File: config.mk
export PLATFORM = sky130hd
export DESIGN_NAME = change_dispenser
export DESIGN_NICKNAME = d
export VERILOG_FILES = /design/src/rtl/vm_pkg.sv /design/src/rtl/coin_picker.sv /design/src/rtl/change_dispenser.sv
export SDC_FILE = /design/constraint.sdc
export NUM_CORES = 1
export LEC_CHECK = 0
export BUFFER_PORTS_ARGS = -buffer_cell sky130_fd_sc_hd__buf_2
export CORE_MARGIN = 2
export CORE_UTILIZATION = 55
export CTS_BUF_LIST = sky130_fd_sc_hd__clkbuf_4 sky130_fd_sc_hd__clkbuf_8 sky130_fd_sc_hd__clkbuf_16
export CTS_CLUSTER_SIZE = 25
export DETAILED_ROUTE_END_ITERATION = 10
export GPL_TIMING_DRIVEN = 0
export HOLD_SLACK_MARGIN = 0.02
export PLACE_DENSITY = 0.83
export SLEW_MARGIN = 10
export SYNTH_ARGS = -nofsm -noshare
export SYNTH_HDL_FRONTEND = slang
export SYNTH_SLANG_ARGS = --single-unit
File: constraint.sdc
create_clock -name clk -period 5.9 [get_ports clk]
set_input_delay 0.59 -clock clk [delete_from_list [all_inputs] [get_ports clk]]
set_output_delay 0.59 -clock clk [all_outputs]
set_load 0.01 [all_outputs]
File: src/rtl/vm_pkg.sv
// Shared types and constants for the change dispenser: FSM states,
// coin indices and the default denomination values.
package vm_pkg;

  typedef enum logic [1:0] {
    ST_IDLE   = 2'd0,
    ST_SELECT = 2'd1,
    ST_EJECT  = 2'd2,
    ST_DONE   = 2'd3
  } state_t;

  localparam logic [1:0] COIN_Q = 2'd0;
  localparam logic [1:0] COIN_D = 2'd1;
  localparam logic [1:0] COIN_N = 2'd2;
  localparam logic [1:0] COIN_P = 2'd3;

  localparam logic [7:0] COIN0_DEF = 8'd25;
  localparam logic [7:0] COIN1_DEF = 8'd10;
  localparam logic [7:0] COIN2_DEF = 8'd5;
  localparam logic [7:0] COIN3_DEF = 8'd1;

endpackage

File: src/rtl/coin_picker.sv
// Combinational greedy search: lowest-index (largest) denomination that
// fits in the remaining amount and whose tube is not empty.
module coin_picker
  import vm_pkg::*;
(
  input  logic [7:0] remaining,
  input  logic [3:0] coin_empty,
  input  logic [7:0] val0,
  input  logic [7:0] val1,
  input  logic [7:0] val2,
  input  logic [7:0] val3,
  output logic       found,
  output logic [1:0] sel
);

  always_comb begin
    found = 1'b0;
    sel   = COIN_Q;
    if (val0 <= remaining && !coin_empty[0]) begin
      found = 1'b1;
      sel   = COIN_Q;
    end else if (val1 <= remaining && !coin_empty[1]) begin
      found = 1'b1;
      sel   = COIN_D;
    end else if (val2 <= remaining && !coin_empty[2]) begin
      found = 1'b1;
      sel   = COIN_N;
    end else if (val3 <= remaining && !coin_empty[3]) begin
      found = 1'b1;
      sel   = COIN_P;
    end
  end

endmodule

File: src/rtl/change_dispenser.sv
// Drains a credit amount as a serial stream of coin-eject requests,
// largest coin first, flagging a shortfall when exact change is impossible.
module change_dispenser
  import vm_pkg::*;
#(
  parameter logic [7:0] COIN0_VAL = COIN0_DEF,
  parameter logic [7:0] COIN1_VAL = COIN1_DEF,
  parameter logic [7:0] COIN2_VAL = COIN2_DEF,
  parameter logic [7:0] COIN3_VAL = COIN3_DEF
) (
  input  logic       clk,
  input  logic       reset,
  input  logic       start,
  input  logic [7:0] amount,
  input  logic [3:0] coin_empty,
  input  logic       coin_ready,
  output logic       coin_valid,
  output logic [1:0] coin_sel,
  output logic       busy,
  output logic       done,
  output logic       short_chg,
  output logic [7:0] remaining
);

  state_t     state;
  logic       found;
  logic [1:0] pick_sel;
  logic [7:0] sel_val;

  coin_picker u_picker (
    .remaining  (remaining),
    .coin_empty (coin_empty),
    .val0       (COIN0_VAL),
    .val1       (COIN1_VAL),
    .val2       (COIN2_VAL),
    .val3       (COIN3_VAL),
    .found      (found),
    .sel        (pick_sel)
  );

  // Value of the coin currently being ejected, subtracted on the handshake.
  always_comb begin
    case (coin_sel)
      COIN_Q:  sel_val = COIN0_VAL;
      COIN_D:  sel_val = COIN1_VAL;
      COIN_N:  sel_val = COIN2_VAL;
      default: sel_val = COIN3_VAL;
    endcase
  end

  always_ff @(posedge clk) begin
    if (reset) begin
      state      <= ST_IDLE;
      coin_valid <= 1'b0;
      coin_sel   <= COIN_Q;
      busy       <= 1'b0;
      done       <= 1'b0;
      short_chg  <= 1'b0;
      remaining  <= 8'd0;
    end else begin
      done <= 1'b0;
      case (state)
        ST_IDLE: begin
          if (start) begin
            remaining <= amount;
            short_chg <= 1'b0;
            busy      <= 1'b1;
            state     <= ST_SELECT;
          end
        end
        ST_SELECT: begin
          if (remaining == 8'd0) begin
            busy  <= 1'b0;
            done  <= 1'b1;
            state <= ST_DONE;
          end else if (found) begin
            coin_sel   <= pick_sel;
            coin_valid <= 1'b1;
            state      <= ST_EJECT;
          end else begin
            // Nothing fits: stop with the unpaid amount left visible.
            short_chg <= 1'b1;
            busy      <= 1'b0;
            done      <= 1'b1;
            state     <= ST_DONE;
          end
        end
        ST_EJECT: begin
          if (coin_ready) begin
            remaining  <= remaining - sel_val;
            coin_valid <= 1'b0;
            state      <= ST_SELECT;
          end
        end
        ST_DONE: begin
          state <= ST_IDLE;
        end
        default: begin
          state <= ST_IDLE;
        end
      endcase
    end
  end

endmodule
Word-level counts from Yosys, hierarchy flattened
Cells that the tools add are included.
Word-level totals
  input bits: 16
  word-level logic and storage cells: 77
  output and inout port bits: 14
  register bits: 16
Operators by class
  multiplexer cells: 31
  $add $sub $neg: 1
  reductions and logical operators: 21
  order comparisons: 4
  equal/unequal tests: 11
  bitwise logic cells: 2
Operators by type and width (count)
  $mux 1: 17
  $mux 8: 2
  $pmux 8 s2: 1
  $pmux 5 s3: 1
  $mux 2: 6
  $ne 2x2->1 const B: 5
  $reduce_and 3->1: 3
  $le 1x8->1 const A: 1
  $le 3x8->1 const A: 1
  $le 4x8->1 const A: 1
  $le 5x8->1 const A: 1
  $logic_not 8->1: 1
  $pmux 2 s4: 1
  $reduce_and 4->1: 2
  $sub 8x8->8: 1
  $eq 2x2->1 const B: 3
  $pmux 1 s2: 3
  $reduce_bool 2->1: 3
  $eq 2x1->1 const B: 2
  $logic_and 1x1->1: 4
  $logic_not 1->1: 4
  $logic_not 2->1: 2
  $ne 3x3->1 const B: 1
  $not 1->1: 2
  other kinds (2): 2

Longest topological paths before layout
  word-level depth: 9
  depth in mapped cells: 9
  depth with buffers taken out: 9

Cells and area by module
A second synthesis with hierarchy kept.
Second synthesis, totals
  cell total of the unflattened synthesis: 225
  area, all modules: 1761.7 sq um
By module, submodules not included
  change_dispenser: cells an instance 123, instances 1, sequential area each 320.3 sq um, area each 987.2 sq um
  coin_picker: cells an instance 102, instances 1, sequential area each 0.0 sq um, area each 774.5 sq um

Least setup slack after synthesis
No wires, ideal clock.
  kind: register to register
  from: register coin_sel[1]
  to: register remaining[6]
  cell stages (with the launch flop): 10
  setup slack: 3835 ps
  period minus slack after synthesis: 2065 ps
  setup time: 140 ps
  buffers on the path: 0
  data required time: 5760 ps
  arrival time: 1925 ps
  cells stage by stage: dfxtp_1 > nand2b_1 > ha_1 > inv_1 > fa_1 > a21o_1 > a21oi_1 > o21ai_0 > mux2i_1 > o311ai_0
Between the ends
  longest elaborated chain between the ends: 5
  elaborated cells on any way between the ends: 7
  classes of those cells: add/sub (1); eq/ne (2); mux (3); reduce/logical (1)
RTL lines
  start, declared: RTL line change_dispenser.sv:18  | output logic [1:0] coin_sel,
  start signal, assigned: RTL line change_dispenser.sv:77  | coin_sel <= pick_sel;
  $eq 2x2->1, or another cell as far along: RTL line change_dispenser.sv:43  | case (coin_sel)
  $pmux 5 s3 (*): RTL line change_dispenser.sv:43
  $sub 8x8->8 (*): RTL line change_dispenser.sv:90  | remaining <= remaining - sel_val;
  $mux 8 (*): RTL line change_dispenser.sv:89  | if (coin_ready) begin
  $pmux 8 s2 (*): RTL line change_dispenser.sv:62  | case (state)
  end signal, assigned: RTL line change_dispenser.sv:65  | remaining <= amount;
  end signal, assigned: RTL line change_dispenser.sv:90
  end, declared: RTL line change_dispenser.sv:22  | output logic [7:0] remaining
Mark *: on every way between the ends. The rest lies on a longest branch, timed or not. The select of a mux whose other input is x is not followed.
A chain may end at the register's enable or synchronous reset.

Worst setup path in the final report
Same ends and word-level chain as after synthesis.

==> results.yml <==
status:
  outcome: "finished clean"
critical_path:
  crit_required_ps: 6070
  worst_r2r_path_depth: 9
  crit_buf_inv: 1
  reg2reg_slack_ps: 3550
  r2r-end: "remaining[6]"
  crit_path_cell_trace: "nand2b_1 > ha_1 > inv_1 > fa_1 > a21o_1 > a21oi_1 > o21ai_0 > mux2i_1 > o311ai_0"
  cp-end-kind: "register"
  worst-path-max-fanout: 7
  path_depth: 9
  slowest_stage: "dfxtp_1"
  cp-startpoint: "coin_sel[1]"
  cp.arrival_ps: 2520
  cp-start-kind: "register"
  critPathKind: "register to register"
  r2r-start: "coin_sel[1]"
  cpPeakStageDelay_ps: 450
  cp-endpoint: "remaining[6]"
  path_delay_family: "compound AO/OA/AOI/OAI gates"
floorplanning:
  core_sq_um: 1920
  std_cell_rows: 16
  die_area_sq_um: 2350
  ios: 30
  die_height_microns: 48.5
  initial_core_util_pct: 56.6
  chipWidth_microns: 48.5
synth:
  avgSynthCellArea_sq_um: 7.77
  synth_top_flop_cell: "dfxtp_1"
  syn_area_sq_um: 1090
  syn_inst: 140
  synth_nets: 162
  ys_seq_elements: 16
  synth_edf_count: 0
  yosysUniqueCellTypes: 40
  ys.warnings.count: 0
  ys_seq_area_share_pct: 29.5
  synth-async-reset-ratio_pct: 0
detailed_routing:
  vias_per_cell: 6.00
  routedWlPerCell_microns: 14.9
  vias: 1200
  wl_microns: 2970
  drc: 0
  dr.pass1.iters: 4
  drt_iter0_drc: 51
  ant_nets: 0
finish:
  diodes: 0
  final_layout_size_suffix_gt1_share_pct: 22.5
  area_delta_synth_final_pct: 19.8
  nets: 196
global_route:
  overflow: 0
  grt_pass1_wl_microns: 4950
  antenna_found_initial: 0
  grt_pass1_vias: 1142
  track_usage_pct: 26.5
  grt_max_degree: 11
clock_tree:
  path_clk_slew_ps: 110
  clkSinkCount: 16
  ctsResizeCount: 0
  h-tree-depth: 1
  cts_tree: "done"
  root_buffer: "clkbuf_4"
  cts_buffers: 3
  post_cts_buffers: 0
  cts_hold_buffers: 0
  clock_path_buffers: 2
  insertion_delay_ps: 300
placement:
  place_ws_ps: 3610
  finalWeightedCongestion: 0.910
  hpwl_microns: 2210
  port_buffers: 29
sta:
  fmax_mhz: 426
  slew_viol_final: 0
  finClkSkew_ps: 2.43
  tns_ps: 0
  min_period_over_period_pct: 39.8
  setup_viol: 0
  setup_ws_ps: 3550
  maxSlewHeadroom_pct: 60.6
  period_needed_ps: 2350
  rsz0062_at_grt: "no"
  worst_pin_slew_ps: 587
  hold_viol: 0
flow_run:
  maxCapViolCount: 0
power_and_ir_drop:
  vdd_ir_drop_max_mv: 0.158
  combPwrFrac_pct: 40.6
  seqPwrFrac_pct: 38.0
  p_per_area_nw_per_um2: 280
  p_sw_uw: 140
  clock_power_share_pct: 21.4
  swShare_pct: 38.3
  p_leak_nw: 0.548
  internal-power_uw: 225
min_path:
  min_path_type: "register to register"
tightest hold or removal path, delay by kind of cell (launching register included):
family	cells	cell delay [ps]
DFF	1	320
AOI/OAI and AO/OA	2	140
power groups by stage:
stage	combinational, mW	clock (mW)	sequential (mW)
floorplan	0.101	0	0.142
global placement	0.138	0	0.139
detailed placement	0.145	0	0.141
CTS	0.147	0.0776	0.138
global route	0.163	0.0820	0.141
finish	0.148	0.0781	0.139
layout make-up:
class | instances | area, sq um
multi-input combinational | 111 | 718
fill | 192 | 619
sequential | 16 | 320
timing repair buffer | 29 | 145
clock buffer | 4 | 36.3
tap | 27 | 33.8
buffer | 7 | 26.3
inverter | 6 | 22.5
how the worst min path moves through the flow:
stage	cells after the start	from	to	slack, ps
3_3_place_gp	1	coin_valid	coin_valid	470
4_1_cts	2	short_chg	short_chg	500
3_5_place_dp	2	short_chg	short_chg	480
6_report	2	short_chg	short_chg	500
5_1_grt	2	short_chg	short_chg	540
2_1_floorplan	2	short_chg	short_chg	510
cells in the final DEF, fill, tap and decap left out, drive strengths merged, types with 3 or more instances in the layout:
cell	synthesis	layout
nor3	8	8
ha	5	5
dfxtp	16	16
nand2	15	15
a211oi	4	4
o21ai	6	6
buf	1	30
nor2	12	12
nand2b	8	8
clkbuf	6	10
o21a	3	3
inv	6	6
nand3	4	4
a21oi	13	13
sequential cells by signal (all words and copies together), names as in the netlist:
| signal | count |
|---|---|
| remaining | 8 |
| done | 1 |
| coin_sel | 2 |
| busy | 1 |
| coin_valid | 1 |
| state | 2 |
| short_chg | 1 |
synthesized netlist by cell type (all sizes together) (3+ instances only):
| cell type | instances | area (sq um) |
|---|---|---|
| nand3 | 4 | 20.0 |
| o21ai | 6 | 30.0 |
| clkbuf | 6 | 22.5 |
| a21oi | 13 | 76.3 |
| nand2 | 15 | 56.3 |
| nor2 | 12 | 45.0 |
| o21a | 3 | 22.5 |
| nand2b | 8 | 50.1 |
| a211oi | 4 | 30.0 |
| nor3 | 8 | 40.0 |
| ha | 5 | 62.6 |
| inv | 6 | 22.5 |
| dfxtp | 16 | 320 |
logic make-up after synthesis:
| logic type | share of synthesized area (%) |
|---|---|
| adder cells (fa/ha/maj) | 8.52 |
| buffers and inverters | 4.49 |
| AND/OR/NAND/NOR | 28.2 |
| multiplexers | 2.88 |
| AO/OA/AOI/OAI | 24.9 |
| XOR/XNOR | 1.61 |
| flip-flops | 29.5 |
routing by layer:
layer | vias up | wire length, microns | GRT usage [%]
met5 | - | 0 | 0
met4 | 0 | 42 | 9.52
met3 | 6 | 181 | 2.78
met2 | 46 | 1540 | 50.0
met1 | 577 | 1210 | 30.9
li1 | 571 | - | -
through the flow:
step                      total power, mW  hold slack [ps]  instances  instance area [sq um]  utilization, %
after floorplan                     0.243              509        140                   1090               -
final                               0.365              497        200                   1300            67.8
after CTS                           0.363              499        200                   1300            67.8
after global routing                0.387              542        200                   1300            67.8
after detailed placement            0.286              484        196                   1270            65.9
after global placement              0.277              474        196                   1270            65.9
(Power assumes the default switching activity.)
